===== src/rtl/mips789_defs.sv =====
// Shared definitions for the interrupt controller: FSM state encodings
// and the default number of request sources.
package mips789_defs;

    localparam int N_SRC_DEFAULT = 4;

    typedef enum logic [1:0] {
        IRQ_IDLE = 2'b00,
        IRQ_PEND = 2'b01,
        IRQ_CLR  = 2'b10
    } irq_state_t;

endpackage : mips789_defs


===== src/rtl/irq_prio_enc.sv =====
// Combinational lowest-index-wins priority encoder.
module irq_prio_enc
    import mips789_defs::*;
#(
    parameter int N_SRC = N_SRC_DEFAULT,
    parameter int VEC_W = $clog2(N_SRC)
) (
    input  logic [N_SRC-1:0] i_req,
    output logic [VEC_W-1:0] o_vec,
    output logic             o_valid
);

    // Scan from the highest index down so the lowest set bit is the last writer.
    always_comb begin
        o_vec   = {VEC_W{1'b0}};
        o_valid = 1'b0;
        for (int i = N_SRC - 1; i >= 0; i--) begin
            o_vec   = i_req[i] ? VEC_W'(i) : o_vec;
            o_valid = o_valid | i_req[i];
        end
    end

endmodule : irq_prio_enc


===== src/rtl/irq_ctl.sv =====
// Interrupt controller: masks and prioritises level requests, presents one
// vector to the CPU, and on acknowledge clears the source's sticky flag.
module irq_ctl
    import mips789_defs::*;
#(
    parameter int N_SRC = N_SRC_DEFAULT,
    parameter int VEC_W = $clog2(N_SRC)
) (
    input  logic             clk,
    input  logic             rst,
    input  logic [N_SRC-1:0] req_i,
    input  logic [N_SRC-1:0] mask_din,
    input  logic             mask_ld,
    input  logic             gie,
    input  logic             irq_ack_i,
    output logic             irq_o,
    output logic [VEC_W-1:0] irq_vec_o,
    output logic [N_SRC-1:0] clr_o,
    output logic [N_SRC-1:0] isr_o,
    output logic [N_SRC-1:0] mask_o
);

    irq_state_t       r_state;
    logic [N_SRC-1:0] r_mask;
    logic             r_irq;
    logic [VEC_W-1:0] r_vec;
    logic [N_SRC-1:0] r_clr;
    logic [N_SRC-1:0] r_isr;

    logic [N_SRC-1:0] w_pending;
    logic [VEC_W-1:0] w_win;
    logic             w_valid;
    logic [N_SRC-1:0] w_vec_onehot;

    // One-hot decode of a vector index.
    function automatic logic [N_SRC-1:0] onehot(input logic [VEC_W-1:0] vec);
        logic [N_SRC-1:0] one;
        one = {{(N_SRC-1){1'b0}}, 1'b1};
        return one << vec;
    endfunction

    assign w_pending    = req_i & r_mask & {N_SRC{gie}};
    assign w_vec_onehot = onehot(r_vec);

    irq_prio_enc #(
        .N_SRC (N_SRC),
        .VEC_W (VEC_W)
    ) u_prio_enc (
        .i_req   (w_pending),
        .o_vec   (w_win),
        .o_valid (w_valid)
    );

    // Mask register: software may reload it in any controller state.
    always_ff @(posedge clk or negedge rst) begin
        if (!rst) begin
            r_mask <= {N_SRC{1'b0}};
        end else if (mask_ld) begin
            r_mask <= mask_din;
        end else begin
            r_mask <= r_mask;
        end
    end

    // Service FSM with all CPU- and source-facing outputs registered.
    always_ff @(posedge clk or negedge rst) begin
        if (!rst) begin
            r_state <= IRQ_IDLE;
            r_irq   <= 1'b0;
            r_vec   <= {VEC_W{1'b0}};
            r_clr   <= {N_SRC{1'b0}};
            r_isr   <= {N_SRC{1'b0}};
        end else begin
            case (r_state)
                IRQ_IDLE: begin
                    r_clr <= {N_SRC{1'b0}};
                    r_isr <= {N_SRC{1'b0}};
                    if (w_valid) begin
                        r_state <= IRQ_PEND;
                        r_irq   <= 1'b1;
                        r_vec   <= w_win;
                    end else begin
                        r_irq   <= 1'b0;
                    end
                end
                IRQ_PEND: begin
                    // Acknowledge takes precedence over a simultaneous withdrawal.
                    if (irq_ack_i) begin
                        r_state <= IRQ_CLR;
                        r_irq   <= 1'b0;
                        r_clr   <= w_vec_onehot;
                        r_isr   <= w_vec_onehot;
                    end else if (!w_pending[r_vec]) begin
                        r_state <= IRQ_IDLE;
                        r_irq   <= 1'b0;
                    end else begin
                        r_irq   <= 1'b1;
                    end
                end
                IRQ_CLR: begin
                    // Hold the clear until the source's sticky flag reads back low.
                    if (!req_i[r_vec]) begin
                        r_state <= IRQ_IDLE;
                        r_clr   <= {N_SRC{1'b0}};
                        r_isr   <= {N_SRC{1'b0}};
                    end else begin
                        r_clr   <= w_vec_onehot;
                        r_isr   <= w_vec_onehot;
                    end
                    r_irq <= 1'b0;
                end
                default: begin
                    r_state <= IRQ_IDLE;
                    r_irq   <= 1'b0;
                    r_clr   <= {N_SRC{1'b0}};
                    r_isr   <= {N_SRC{1'b0}};
                end
            endcase
        end
    end

    assign irq_o     = r_irq;
    assign irq_vec_o = r_vec;
    assign clr_o     = r_clr;
    assign isr_o     = r_isr;
    assign mask_o    = r_mask;

endmodule : irq_ctl


===== config.mk =====
export PLATFORM = sky130hd
export DESIGN_NAME = irq_ctl
export DESIGN_NICKNAME = d
export VERILOG_FILES = /design/src/rtl/mips789_defs.sv /design/src/rtl/irq_prio_enc.sv /design/src/rtl/irq_ctl.sv
export SDC_FILE = /design/constraint.sdc
export NUM_CORES = 1
export LEC_CHECK = 0
export CAP_MARGIN = 20
export CORE_MARGIN = 4
export CORE_UTILIZATION = 45
export CTS_CLUSTER_SIZE = 28
export DETAILED_ROUTE_END_ITERATION = 8
export DONT_BUFFER_PORTS = 1
export GPL_TIMING_DRIVEN = 0
export PLACE_DENSITY = 0.61
export SLEW_MARGIN = 20
export SYNTH_ARGS = -nofsm -noshare
export SYNTH_HDL_FRONTEND = slang
export SYNTH_SLANG_ARGS = --single-unit

===== constraint.sdc =====
create_clock -name clk -period 2.32 [get_ports clk]
set_clock_uncertainty 0.15 [all_clocks]
set_input_delay 0.464 -clock clk [delete_from_list [all_inputs] [get_ports clk]]
set_output_delay 0.464 -clock clk [all_outputs]
set_load 0.05 [all_outputs]

==> summary.txt <==
Status
  • Status: finished clean

Floorplan
  • I/O pins: 28
  • Die ar.: around 2400 sq um
  • Die Width: between 40 and 50 um
  • Die height: about 49 um
  • Core box area: around 1500 sq um
  • Initial Utilization: 48.4%
  • # rows: 14

Synthesis
  • Post-synthesis compound-gate area fraction: between 20 and 25%
  • Yosys warnings: 0
  • Synth cell count leaders: dfrtp_1, nand2_1, buf_4, inv_1, mux2_2
  • Cells after Synth: 66
  • Xor and xnor area share after synthesis: 0%
  • Avg Cell Area, Syn: ~11 sq um
  • Post-synthesis instance area: between 700 and 800 sq um
  • Number of enable flip-flop cells after synthesis: 0
  • Area leader, netlist: dfrtp_1
  • Top_reg_cell synth: dfrtp_1
  • Post-Synth Adder-Cell Area: under 10%
  • Post-Synth Simple-Gate Area: under 10%
  • Synth async-reset ratio: 100%
  • Synth unique cells: 27
  • Post-synthesis mux area share: under 10%
  • Largest family of logic cells by synthesized area: compound AO/OA/AOI/OAI gates
  • Top-area cell type share of the netlist area: between 40% and 50%
  • Post-Synthesis Net Count: just over 80
  • Cell with the most instances after synthesis: dfrtp_1
  • Synth top area cells: dfrtp_1, mux2_2, ha_1
  • Sequential area share after synthesis: 44.1%
  • Yosys reg bits: 13

Timing
  • Relative slew slack: between 50% and 60%
  • Final TNS setup: 0 ns
  • Fin worst setup slack: between 0.15 and 0.2 ns
  • Max-slew violations: 0
  • Final Hold Fails: 0
  • WHS: roughly 0.18 ns
  • Tcrit/Tclk final: between 90 and 100%
  • Worst-margin pin slew: around 0.66 ns
  • RSZ-0062 raised after global routing: false
  • Fmax: 469 MHz
  • Setup violators final: 0
  • Final Critical Period: around 2.1 ns

Clocking
  • CTS tree: yes
  • Worst-path clk slew: roughly 0.080 ns
  • Skew-Pair Late Insertion Delay: roughly 0.28 ns
  • Post-CTS Setup Inserts: 0
  • Root Driver: clkbuf_4
  • Cts bufs inserted: 3
  • Max Buffers Root-to-Sink: 2
  • Clock sink total: 13
  • CTS H-tree lvls: 1

Cells and area
  • Area of the multi-input gates: around 350 sq um
  • Fin nets: just under 90
  • FF+latch area: around 330 sq um
  • Diodes inserted: 0
  • Synth-to-layout area growth: 7.80%
  • Layout fillers: around 140
  • Layout cell share with drive strength beyond 1: 23.9%

Worst setup path
  • Setup crit end kind: register
  • Reg2Reg Depth: 5
  • CP Data Required Time: 2.35 ns
  • Slowest CP cell: dfrtp_2
  • Type of the worst setup path: reg2reg
  • Worst setup SP type: register
  • Crit path max fanout: 8
  • CP Data Arrival Time: between 2 and 2.5 ns
  • Cell breakdown of the critical path: buf_6, mux4_2, and2_4, o211a_4, a32o_1
  • Max stage delay on crit path: ~0.53 ns

Power
  • Lkg Pwr: roughly 0.35 nW
  • Pwr Density: approximately 1300 nW/um^2
  • VDD IR-drop max: between 0.5 and 0.6 mV

Placed design
  • Port Buffer Count: 0
  • Hpwl dp: approximately 1100 um
  • Dpl ws: between 0.05 and 0.06 ns
  • Final GP Congestion: ~0.84

Global route
  • Initial antenna violation count: 0
  • Total track usage: a little over an eighth
  • First-pass GRT wire length: 2450 um
  • Largest net degree at the start of global routing: 14
  • Number of global-route vias before repair: 514
  • Congestion Overflow GR: 0

Job
  • Max-cap viol count: 0

Routing
  • Antenna-violating nets left: 0
  • Number of DRC markers in iteration 0: 16
  • DRC violations left: 0
  • TritonRoute pass-1 iters: 2
  • Via density: around 6.3
  • Post-DR wirelength/cell: between 15 and 20 um
  • Vias after detailed routing: ~540
  • DRT Wirelength: ~1500 um

Worst hold path
  • Hold depth: 1
  • Worst Hold Class: in2reg
==> flip-flops by register name (all words and copies together), names as in the netlist <==
| register | count |
|---|---|
| mask_o | 4 |
| irq_o | 1 |
| r_state | 2 |
| isr_o | 4 |
| irq_vec_o | 2 |
==> kinds of logic after synthesis <==
| logic type | after synthesis |
|---|---|
| multiplexers | 5 |
| flip-flops | 13 |
| AND/OR/NAND/NOR | 14 |
| adder cells (fa/ha/maj) | 3 |
| AO/OA/AOI/OAI | 21 |
| buffers and inverters | 10 |
==> metal layers <==
layer | part of all wire [%] | track usage [%] | vias up
li1 | - | - | 260
met1 | 43 | 16.1 | 256
met2 | 43 | 18.0 | 23
met3 | 9.9 | 6.75 | 5
met4 | 3.3 | 10.8 | 0
met5 | 0 | 0 | -
==> what timing repair did <==
| item | CTS | global route |
|---|---|---|
| hold buffers | 1 | 0 |
| endpoints found under the setup margin | 0 | 2 |
| resized for setup | 0 | 1 |
| endpoints found under the hold margin | 13 | 0 |
==> where the power goes <==
part | switching [mW] | internal, mW | leakage (nW)
Clock | 0.0769 | 0.0669 | 0.0150
Sequential | 0.208 | 0.282 | 0.165
Combinational | 0.210 | 0.161 | 0.168
Total | 0.495 | 0.510 | 0.347
==> cell usage in the layout (no fill, tap or decap), drive strengths merged, types with 2 or more instances in the layout <==
cell / count
nand3: 2
buf: 5
a22o: 4
nand2: 5
a211o: 3
inv: 4
mux2: 4
a221oi: 2
dfrtp: 13
a31oi: 2
a32o: 2
o21ai: 3
nor2b: 2
ha: 3
clkbuf: 5
nor2: 2
==> worst max-delay path, delay by kind of cell (launching register included) <==
kind | cells | cell delay (ns)
simple gates | 1 | 0.19
compound gates | 2 | 0.49
mux | 1 | 0.49
flops | 1 | 0.53
buf+inv | 1 | 0.18
==> layout make-up <==
| cell class | instances | share of cell area [%] |
|---|---|---|
| clock buffers | 4 | 3.30 |
| repair buffers | 1 | 1.26 |
| inverters | 4 | 1.89 |
| flip-flops and latches | 13 | 41.0 |
| well taps | 16 | 2.52 |
| multi-input cells | 43 | 44.3 |
| plain buffers | 6 | 5.66 |
==> stage by stage <==
| step | utilization, % | instances | cell area [sq um] | total power, mW |
|---|---|---|---|---|
| floorplan | - | 66 | 738 | 0.794 |
| global placement | 49.8 | 82 | 758 | 0.851 |
| detailed placement | 49.8 | 82 | 758 | 0.857 |
| CTS | 52.1 | 87 | 795 | 1.01 |
| global route | 52.2 | 87 | 796 | 1.08 |
| finish | 52.2 | 87 | 796 | 1.00 |
==> path summary, 6_finish.rpt <==
path / startpoint / to / slack, ns
max: irq_vec_o[0]$_DFFE_PN0P_ / isr_o[3]$_DFFE_PN0P_ / 0.19
min: mask_din[0] / mask_o[0]$_DFFE_PN0P_ / 0.18
max reg2reg: irq_vec_o[0]$_DFFE_PN0P_ / isr_o[3]$_DFFE_PN0P_ / 0.19
min reg2reg: r_state[0]$_DFFE_PN0P_ / r_state[0]$_DFFE_PN0P_ / 0.50
max in group asynchronous: rst / irq_vec_o[0]$_DFFE_PN0P_ / 1.14
min in group asynchronous: rst / isr_o[1]$_DFFE_PN0P_ / 0.46
Power figures use the tool's default switching activity.
